## src/rtl/l2_feeder.sv

```systemverilog
// rtl/l2_feeder.sv - ping-pong pixel-vector buffer streaming channel pairs to layer_2
module l2_feeder #(
    parameter int N_CH = 20,
    parameter int PIX  = 121,
    parameter int DW   = 18
) (
    input  logic                 clk,
    input  logic                 rst_n,
    input  logic                 wr_en,
    input  logic [4:0]           wr_ch,
    input  logic signed [DW-1:0] wr_data,
    input  logic                 wr_last,
    output logic                 wr_rdy,
    output logic                 strt,
    output logic signed [DW-1:0] din_0,
    output logic signed [DW-1:0] din_1,
    input  logic                 bsy_in,
    input  logic                 tx_done,
    output logic [6:0]           pix_cnt,
    output logic                 frm_done
);
    localparam int NP = N_CH / 2;
    localparam int PW = (NP > 1) ? $clog2(NP) : 1;
    localparam logic [PW-1:0] P_LAST = PW'(NP - 1);

    typedef enum logic [1:0] {IDLE, STRT, SEND, WAIT} state_t;

    state_t               state;
    logic [PW-1:0]        p;
    logic                 fill_ptr;
    logic                 send_ptr;
    logic [1:0]           full_cnt;
    logic [1:0]           full_cnt_nxt;
    logic signed [DW-1:0] mem [2][N_CH];

    logic                 wr_acc;
    logic                 rel;
    logic [PW-1:0]        nxt_pair;
    logic signed [DW-1:0] rd_even;
    logic signed [DW-1:0] rd_odd;

    // Write acceptance, bank release, next occupancy and the pair to present next cycle
    always_comb begin
        wr_acc       = wr_en && wr_rdy && !tx_done;
        rel          = (state == WAIT) && !bsy_in && !tx_done;
        full_cnt_nxt = full_cnt;
        if (wr_acc && wr_last && !rel) begin
            full_cnt_nxt = full_cnt + 2'd1;
        end else if (rel && !(wr_acc && wr_last)) begin
            full_cnt_nxt = full_cnt - 2'd1;
        end
        nxt_pair = '0;
        if (state == SEND && p != P_LAST) begin
            nxt_pair = p + 1'b1;
        end
        rd_even = mem[send_ptr][{nxt_pair, 1'b0}];
        rd_odd  = mem[send_ptr][{nxt_pair, 1'b1}];
    end

    // Bank storage; only the fill bank is ever written, so the bank being sent stays stable
    always_ff @(posedge clk) begin
        if (wr_acc && (wr_ch < 5'(N_CH))) begin
            mem[fill_ptr][wr_ch] <= wr_data;
        end
    end

    // Bank bookkeeping: pointers, occupancy and the registered ready flag
    always_ff @(posedge clk or negedge rst_n) begin
        if (!rst_n) begin
            fill_ptr <= 1'b0;
            send_ptr <= 1'b0;
            full_cnt <= 2'd0;
            wr_rdy   <= 1'b1;
        end else if (tx_done) begin
            fill_ptr <= 1'b0;
            send_ptr <= 1'b0;
            full_cnt <= 2'd0;
            wr_rdy   <= 1'b1;
        end else begin
            if (wr_acc && wr_last) begin
                fill_ptr <= ~fill_ptr;
            end
            if (rel) begin
                send_ptr <= ~send_ptr;
            end
            full_cnt <= full_cnt_nxt;
            wr_rdy   <= (full_cnt_nxt != 2'd2);
        end
    end

    // Transmit FSM: start pulse, pair streaming, downstream wait and frame counting
    always_ff @(posedge clk or negedge rst_n) begin
        if (!rst_n) begin
            state    <= IDLE;
            p        <= '0;
            strt     <= 1'b0;
            din_0    <= '0;
            din_1    <= '0;
            pix_cnt  <= '0;
            frm_done <= 1'b0;
        end else if (tx_done) begin
            state    <= IDLE;
            p        <= '0;
            strt     <= 1'b0;
            din_0    <= '0;
            din_1    <= '0;
            pix_cnt  <= '0;
            frm_done <= 1'b0;
        end else begin
            case (state)
                IDLE: begin
                    strt  <= 1'b0;
                    din_0 <= '0;
                    din_1 <= '0;
                    if (full_cnt != 2'd0 && !bsy_in && !frm_done) begin
                        state <= STRT;
                        strt  <= 1'b1;
                    end
                end
                STRT: begin
                    strt  <= 1'b0;
                    p     <= '0;
                    din_0 <= rd_even;
                    din_1 <= rd_odd;
                    state <= SEND;
                end
                SEND: begin
                    if (p == P_LAST) begin
                        din_0 <= '0;
                        din_1 <= '0;
                        state <= WAIT;
                    end else begin
                        p     <= nxt_pair;
                        din_0 <= rd_even;
                        din_1 <= rd_odd;
                    end
                end
                WAIT: begin
                    if (!bsy_in) begin
                        state <= IDLE;
                        if (pix_cnt != 7'(PIX)) begin
                            pix_cnt <= pix_cnt + 7'd1;
                        end
                        if (pix_cnt == 7'(PIX - 1)) begin
                            frm_done <= 1'b1;
                        end
                    end
                end
                default: state <= IDLE;
            endcase
        end
    end

endmodule
```

## config.mk

```make
export PLATFORM = sky130hd
export DESIGN_NAME = l2_feeder
export DESIGN_NICKNAME = d
export VERILOG_FILES = /design/src/rtl/l2_feeder.sv
export SDC_FILE = /design/constraint.sdc
export NUM_CORES = 1
export LEC_CHECK = 0
export CAP_MARGIN = 20
export CORE_UTILIZATION = 40
export DETAILED_ROUTE_END_ITERATION = 6
export DONT_BUFFER_PORTS = 1
export PLACE_DENSITY_LB_ADDON = 0.05
export SYNTH_ARGS = -nofsm -noshare
export SYNTH_HDL_FRONTEND = slang
export SYNTH_SLANG_ARGS = --single-unit
export TNS_END_PERCENT = 50
```

## constraint.sdc

```tcl
create_clock -name clk -period 2.8 [get_ports clk]
set_clock_uncertainty 0.2 [all_clocks]
set_input_delay 0.42 -clock clk [delete_from_list [all_inputs] [get_ports clk]]
set_output_delay 0.42 -clock clk [all_outputs]
set_load 0.005 [all_outputs]
```

## Yosys cells after proc, flatten, opt, wreduce, memory -nomap -nowiden

Memories as Yosys holds them, arrays and structs flattened.
Index checks and enable logic that the tools add are counted.

| word-level totals | value |
|---|---|
| memories | 1 |
| register bits | 56 |
| bits of input ports | 29 |
| memory bits (writable) | 720 |

| cells by class | value |
|---|---|
| add/subtract/negate cells | 4 |
| equal/unequal tests | 13 |
| mux-type cells | 44 |
| $lt $le $gt $ge | 5 |
| bitwise logic cells | 5 |
| reduce and logical (&&, ||, !) cells | 31 |

Memories:

| name | words | width | read ports | clocked after memory_dff | write ports | line | source |
|---|---|---|---|---|---|---|---|
| mem | 2 | 360 | 1 | 0 | 1 | 34 | `logic signed [DW-1:0] mem [2][N_CH];` |

Operator list:

| operator | count |
|---|---|
| $mux 360 | 1 |
| $bmux 18 s5 | 2 |
| $mux 18 | 9 |
| $pmux 18 s3 | 2 |
| $demux 18 s5 | 1 |
| $mux 7 | 4 |
| $ge 6x6->1 const B | 3 |
| $not 5->6 | 3 |
| $mux 2 | 7 |
| $logic_and 1x1->1 | 12 |
| $mux 1 | 12 |
| $mux 4 | 3 |
| $reduce_bool 2->1 | 6 |
| $ne 3x3->1 const B | 3 |
| $reduce_and 3->1 | 3 |
| $pmux 2 s4 | 1 |
| $pmux 4 s2 | 1 |
| $add 7x1->7 const B | 1 |
| $eq 7x7->1 const B | 1 |
| $ne 7x7->1 const B | 1 |
| $lt 6x1->1 const B | 1 |
| $reduce_bool 3->1 | 2 |
| $logic_not 1->1 | 5 |
| $lt 5x5->1 const B | 1 |
| other kinds (15) | 17 |

## Logic depth before layout (Yosys ltp)

| depth | value |
|---|---|
| word-level depth | 10 |
| mapped depth | 11 |

## Worst setup path after synthesis

OpenSTA, ideal clock, no wires.

| path | value |
|---|---|
| path kind | in2reg |
| start point | input port wr_ch[2] |
| end point | memory mem[0][0] (netlist bit) (enable) |
| required time | 2.207 ns |
| arrival | 1.929 ns |
| library setup time | 0.393 ns |
| stages | 5 |
| slack | 0.278 ns |
| cell sequence | o21ai_0 > and4b_1 > nor2b_1 > nand3_1 > nor2_1 |

| on the way | value |
|---|---|
| cells in the longest elaborated chain, start to end | 6 |
| elaborated cells between the ends (all ways) | 10 |
| classes of those cells | order compare: 3; mux: 4; bitwise: 1; reduce/logical: 2 |

RTL lines:

| what | line | source |
|---|---|---|
| start: declaration | 10 | `input logic [4:0] wr_ch,` |
| $not 5->6 (implied by the code) | 63 | `mem[fill_ptr][wr_ch] <= wr_data;` |
| $ge 6x6->1 (implied by the code) / $lt 6x1->1 (equally long branches) | 63 |  |
| $logic_and 1x1->1 (implied by the code) | 63 |  |
| $mux 18 (implied by the code) | 63 |  |
| $demux 18 s5 | 63 |  |
| $mux 360 (implied by the code) (*) | 63 |  |
| end: declaration | 34 |  |

Every way passes the cells marked *; elsewhere a longest branch is shown, timed or not.

## Worst setup path in the final report

| path | value |
|---|---|
| start point | register p[0] |
| end point | register din_0[7] |

| on the way | value |
|---|---|
| cells in the longest elaborated chain, start to end | 10 |
| elaborated cells between the ends (all ways) | 12 |
| classes of those cells | add/sub: 1; eq/ne: 2; mux: 7; bitwise: 1; reduce/logical: 1 |

RTL lines:

| what | line | source |
|---|---|---|
| start: declaration | 29 | `logic [PW-1:0] p;` |
| start signal: assignment | 133 | `p <= nxt_pair;` |
| parallel branches: the longest is 8 deep, another holds $add 4x1->4 | - |  |
| $pmux 18 s3 (*) | 110 | `case (state)` |
| $mux 18 (*) | 101 | `end else if (tx_done) begin` |
| end signal: assignment | 123 | `din_0 <= rd_even;` |
| end signal: assignment | 134 | `din_0 <= rd_even;` |
| end: declaration | 15 | `output logic signed [DW-1:0] din_0,` |

Every way passes the cells marked *. The select of a mux whose other input is x is not followed.
A chain may end at the register's enable or synchronous reset.

==> impl_metrics.py <==
metrics = {
    "outcome": {
        "status": "finished, final reports clean",
    },
    "clocking": {
        "cts.reportedPaths.clkPinSlew_ns": 0.06,
        "cts_max_level": 3,
        "clk_latency_ns": 0.64,
        "cts.sinks": 776,
        "cts_buffers": 84,
        "cts_tree": "built",
        "clock_path_buffers": 3,
        "clock-root-buffer": "clkbuf_16",
    },
    "global_route": {
        "grt_max_degree": 57,
        "track_usage_pct": 22.12,
        "grt_pass1_vias": 16090,
        "antenna_found_initial": 1,
        "grt-ovfl-total": 0,
        "grt_pass1_wl_mm": 117.0,
    },
    "route": {
        "dr.max_layer_used": "met4",
        "drc": 0,
        "via_per_inst": 5.644,
        "met3_length_mm": 5.039,
        "drt_iter0_markers": 1176,
        "dr_total_vias": 15410,
        "drtAntennaViolNets": 0,
        "met1_length_mm": 34.08,
        "wl_mm": 82.37,
        "firstDrtPassIters": 5,
        "met2WireLength_mm": 40.68,
        "post_drt_wl_per_cell_um": 30.17,
    },
    "cells_and_area": {
        "layout_common_cells": "edfxtp_1 (720), mux4_2 (148), clkbuf_16 (92)",
        "fin_area_sq_um": 36440,
        "drive_gt1_share_pct": 29.19,
        "area_growth_pct": 21.99,
        "diodes": 0,
        "final_nets": 1741,
        "final_common_cell": "edfxtp_1",
    },
    "sta": {
        "fin_crit_sh_pct": 98.90,
        "slew_headroom_pct": 37.54,
        "fin_crit_ns": 2.769,
        "tightest_slew_ns": 0.9338,
        "rsz0062_at_grt": "yes",
        "fmax_mhz": 361.1,
        "hold_viol_final": 0,
        "setup-violations-final": 0,
        "drv_slew": 0,
    },
    "synth": {
        "synth_mux_area_share_pct": 11.73,
        "synth_top_family_by_area": "multiplexers",
        "synth_fp_nets": 1531,
        "synth_area_leaders": "edfxtp_1 (72%), mux4_2 (11%), dfrtp_1 (4.6%)",
        "yosys.area_share.adder_pct": 0.4189,
        "synth_compound_area_share_pct": 5.944,
        "synth-xor-area-share_pct": 0.2639,
        "synth_edf_count": 720,
        "postSynthAreaPerCell_sq_um": 20.02,
        "syn_inst": 1492,
        "netlist_area_sq_um": 29870,
        "netlist.area_leader.share_pct": 72.38,
        "synth_ff_type": "edfxtp_1",
        "ys_warn_count": 0,
        "ys_types": 57,
        "synth_simple_gate_area_share_pct": 3.058,
        "async_flop_share_pct": 7.216,
        "synth_seq_cells": 776,
        "yosysTopAreaCell": "edfxtp_1",
        "synth_seq_area_share_pct": 77.08,
    },
    "setup_path": {
        "crit_family": "buffers and inverters",
        "reg2reg_depth": 12,
        "end_kind": "register",
        "path_class": "register to register",
        "crit_path_max_incr_delay_ns": 0.39,
        "cp_num_buf_inv": 5,
        "crit_top_cell": "buf_6",
        "worst_path_max_delay_cell": "dfrtp_1",
        "path_cells": "ha_2 > and3b_1 > buf_6 > nor3_4 > buf_6 > buf_6 > buf_12 > buf_12 > mux4_2 > nor2_2 > a211o_1 > a31oi_1",
        "worst-endpoint-required_ns": 3.11,
        "crit_path_max_fanout": 7,
        "startpoint_type": "register",
        "worst-endpoint-arrival_ns": 3.08,
        "crit_cells": 12,
    },
    "power_and_ir_drop": {
        "power.density_nw_per_um2": 780.9,
        "peakVddDrop_v": 0.0005454,
        "leakage_nw": 11.61,
        "p_total_mw": 28.46,
    },
    "placement": {
        "dp_hpwl_mm": 48.72,
        "placed_area_sq_um": 32620,
        "io_buffers": 0,
        "routabilityCongestion": 0.7950,
    },
    "run": {
        "drv_cap": 0,
    },
    "floorplan": {
        "die_area_sq_um": 75770,
        "coreArea_sq_um": 73450,
        "ios": 75,
        "die_y_um": 275.3,
        "start_util_pct": 40.67,
        "rows": 99,
        "die_w_um": 275.3,
    },
    "min_path": {
        "holdPathStages": 4,
        "holdCritPathClass": "primary input to register",
    },
}
[layout make-up]
cell class                      instances  area [sq um]
Fill cell                            6045         37010
Timing Repair Buffer                  206          2853
Clock inverter                         40         414.1
Tap cell                              959          1200
Clock buffer                          115          2302
Multi-Input combinational cell        626          6615
Sequential cell                       776         23030
Inverter                                8         30.03
[metal layers]
| layer | up-vias | global-route usage (%) |
|---|---|---|
| met5 | - | 0 |
| met4 | 0 | 7.473 |
| met3 | 116 | 5.150 |
| met2 | 415 | 36.80 |
| met1 | 8219 | 28.59 |
| li1 | 6658 | - |
[per-stage QoR]
step                      cells  setup WS (ns)  utilization, %   TNS, ns  hold WS [ns]
after CTS                  2711       -0.01171           49.01  -0.01171       0.04966
after detailed placement   2512        -0.2294           44.41   -0.4359      -0.07328
after global placement     2512        -0.2085           44.41   -0.2782      -0.07292
final                      2730        0.03085           49.61         0       0.09661
after global routing       2730       -0.06437           49.61   -0.2581        0.1405
after floorplan            1492         0.2785               -         0      -0.07559
[cells by family (layout without fill, tap and decap cells)]
kind of cell               count (synthesis)  count (layout)
DFF                                      776             776
AOI/OAI and AO/OA                        255             255
and+or+nand+nor                          187             187
muxes                                    165             165
buffers and inverters                     90             369
adders and majority gates                 10              10
xor gates and xnor gates                   9               9
[repair_timing]
action                                  CTS  global route
hold buffers                             44             0
setup buffers                             0            14
endpoints found under the setup margin    6            33
gates resized for setup                   5            33
gates cloned                              0             5
endpoints found under the hold margin   797             0
pin swaps                                 1            15
[sequential cells by signal, summed over array words and instances, names as in the netlist]
name and count:
wr_rdy 1, frm_done 1, din_0 18, mem 720, full_cnt 2, p 4
state 2, fill_ptr 1, pix_cnt 7, send_ptr 1, strt 1, din_1 18
[final timing paths]
check	slack, ns	start	end
max	0.03	p[0]	din_0[7]
min	0.1	wr_last	wr_rdy
max reg2reg	0.03	p[0]	din_0[7]
min reg2reg	0.32	fill_ptr	fill_ptr
max in group asynchronous	1.93	rst_n	din_0[1]
min in group asynchronous	0.14	rst_n	din_0[17]
[report_power, final]
part / leakage (nW) / total, mW / internal (mW) / switching, mW
combinational: 3.04 / 4.41 / 2.07 / 2.34
clock: 1.32 / 11.0 / 6.49 / 4.53
sequential: 7.24 / 13.0 / 12.8 / 0.219
[synthesized netlist by cell type, drive strengths merged (6+ instances only)]
| library cell | number |
|---|---|
| a211o | 14 |
| a211oi | 16 |
| a21o | 6 |
| a21oi | 53 |
| a221oi | 29 |
| a22oi | 30 |
| a31oi | 35 |
| and3 | 14 |
| buf | 52 |
| clkbuf | 30 |
| dfrtp | 55 |
| edfxtp | 720 |
| ha | 10 |
| inv | 8 |
| mux2i | 16 |
| mux4 | 148 |
| nand2 | 36 |
| nand2b | 8 |
| nor2 | 83 |
| nor2b | 17 |
| o21ai | 17 |
| o221ai | 12 |
| o22ai | 17 |
| xnor2 | 6 |
[worst reg2reg max path, delay by kind of cell, from the launching register on]
family / cells / cell delay (ns)
compound gates: 2 / 0.36
fa+ha+maj: 1 / 0.18
buf+inv: 5 / 0.65
flops: 1 / 0.39
mux: 1 / 0.32
simple gates: 3 / 0.55
(Power assumes the default switching activity.)
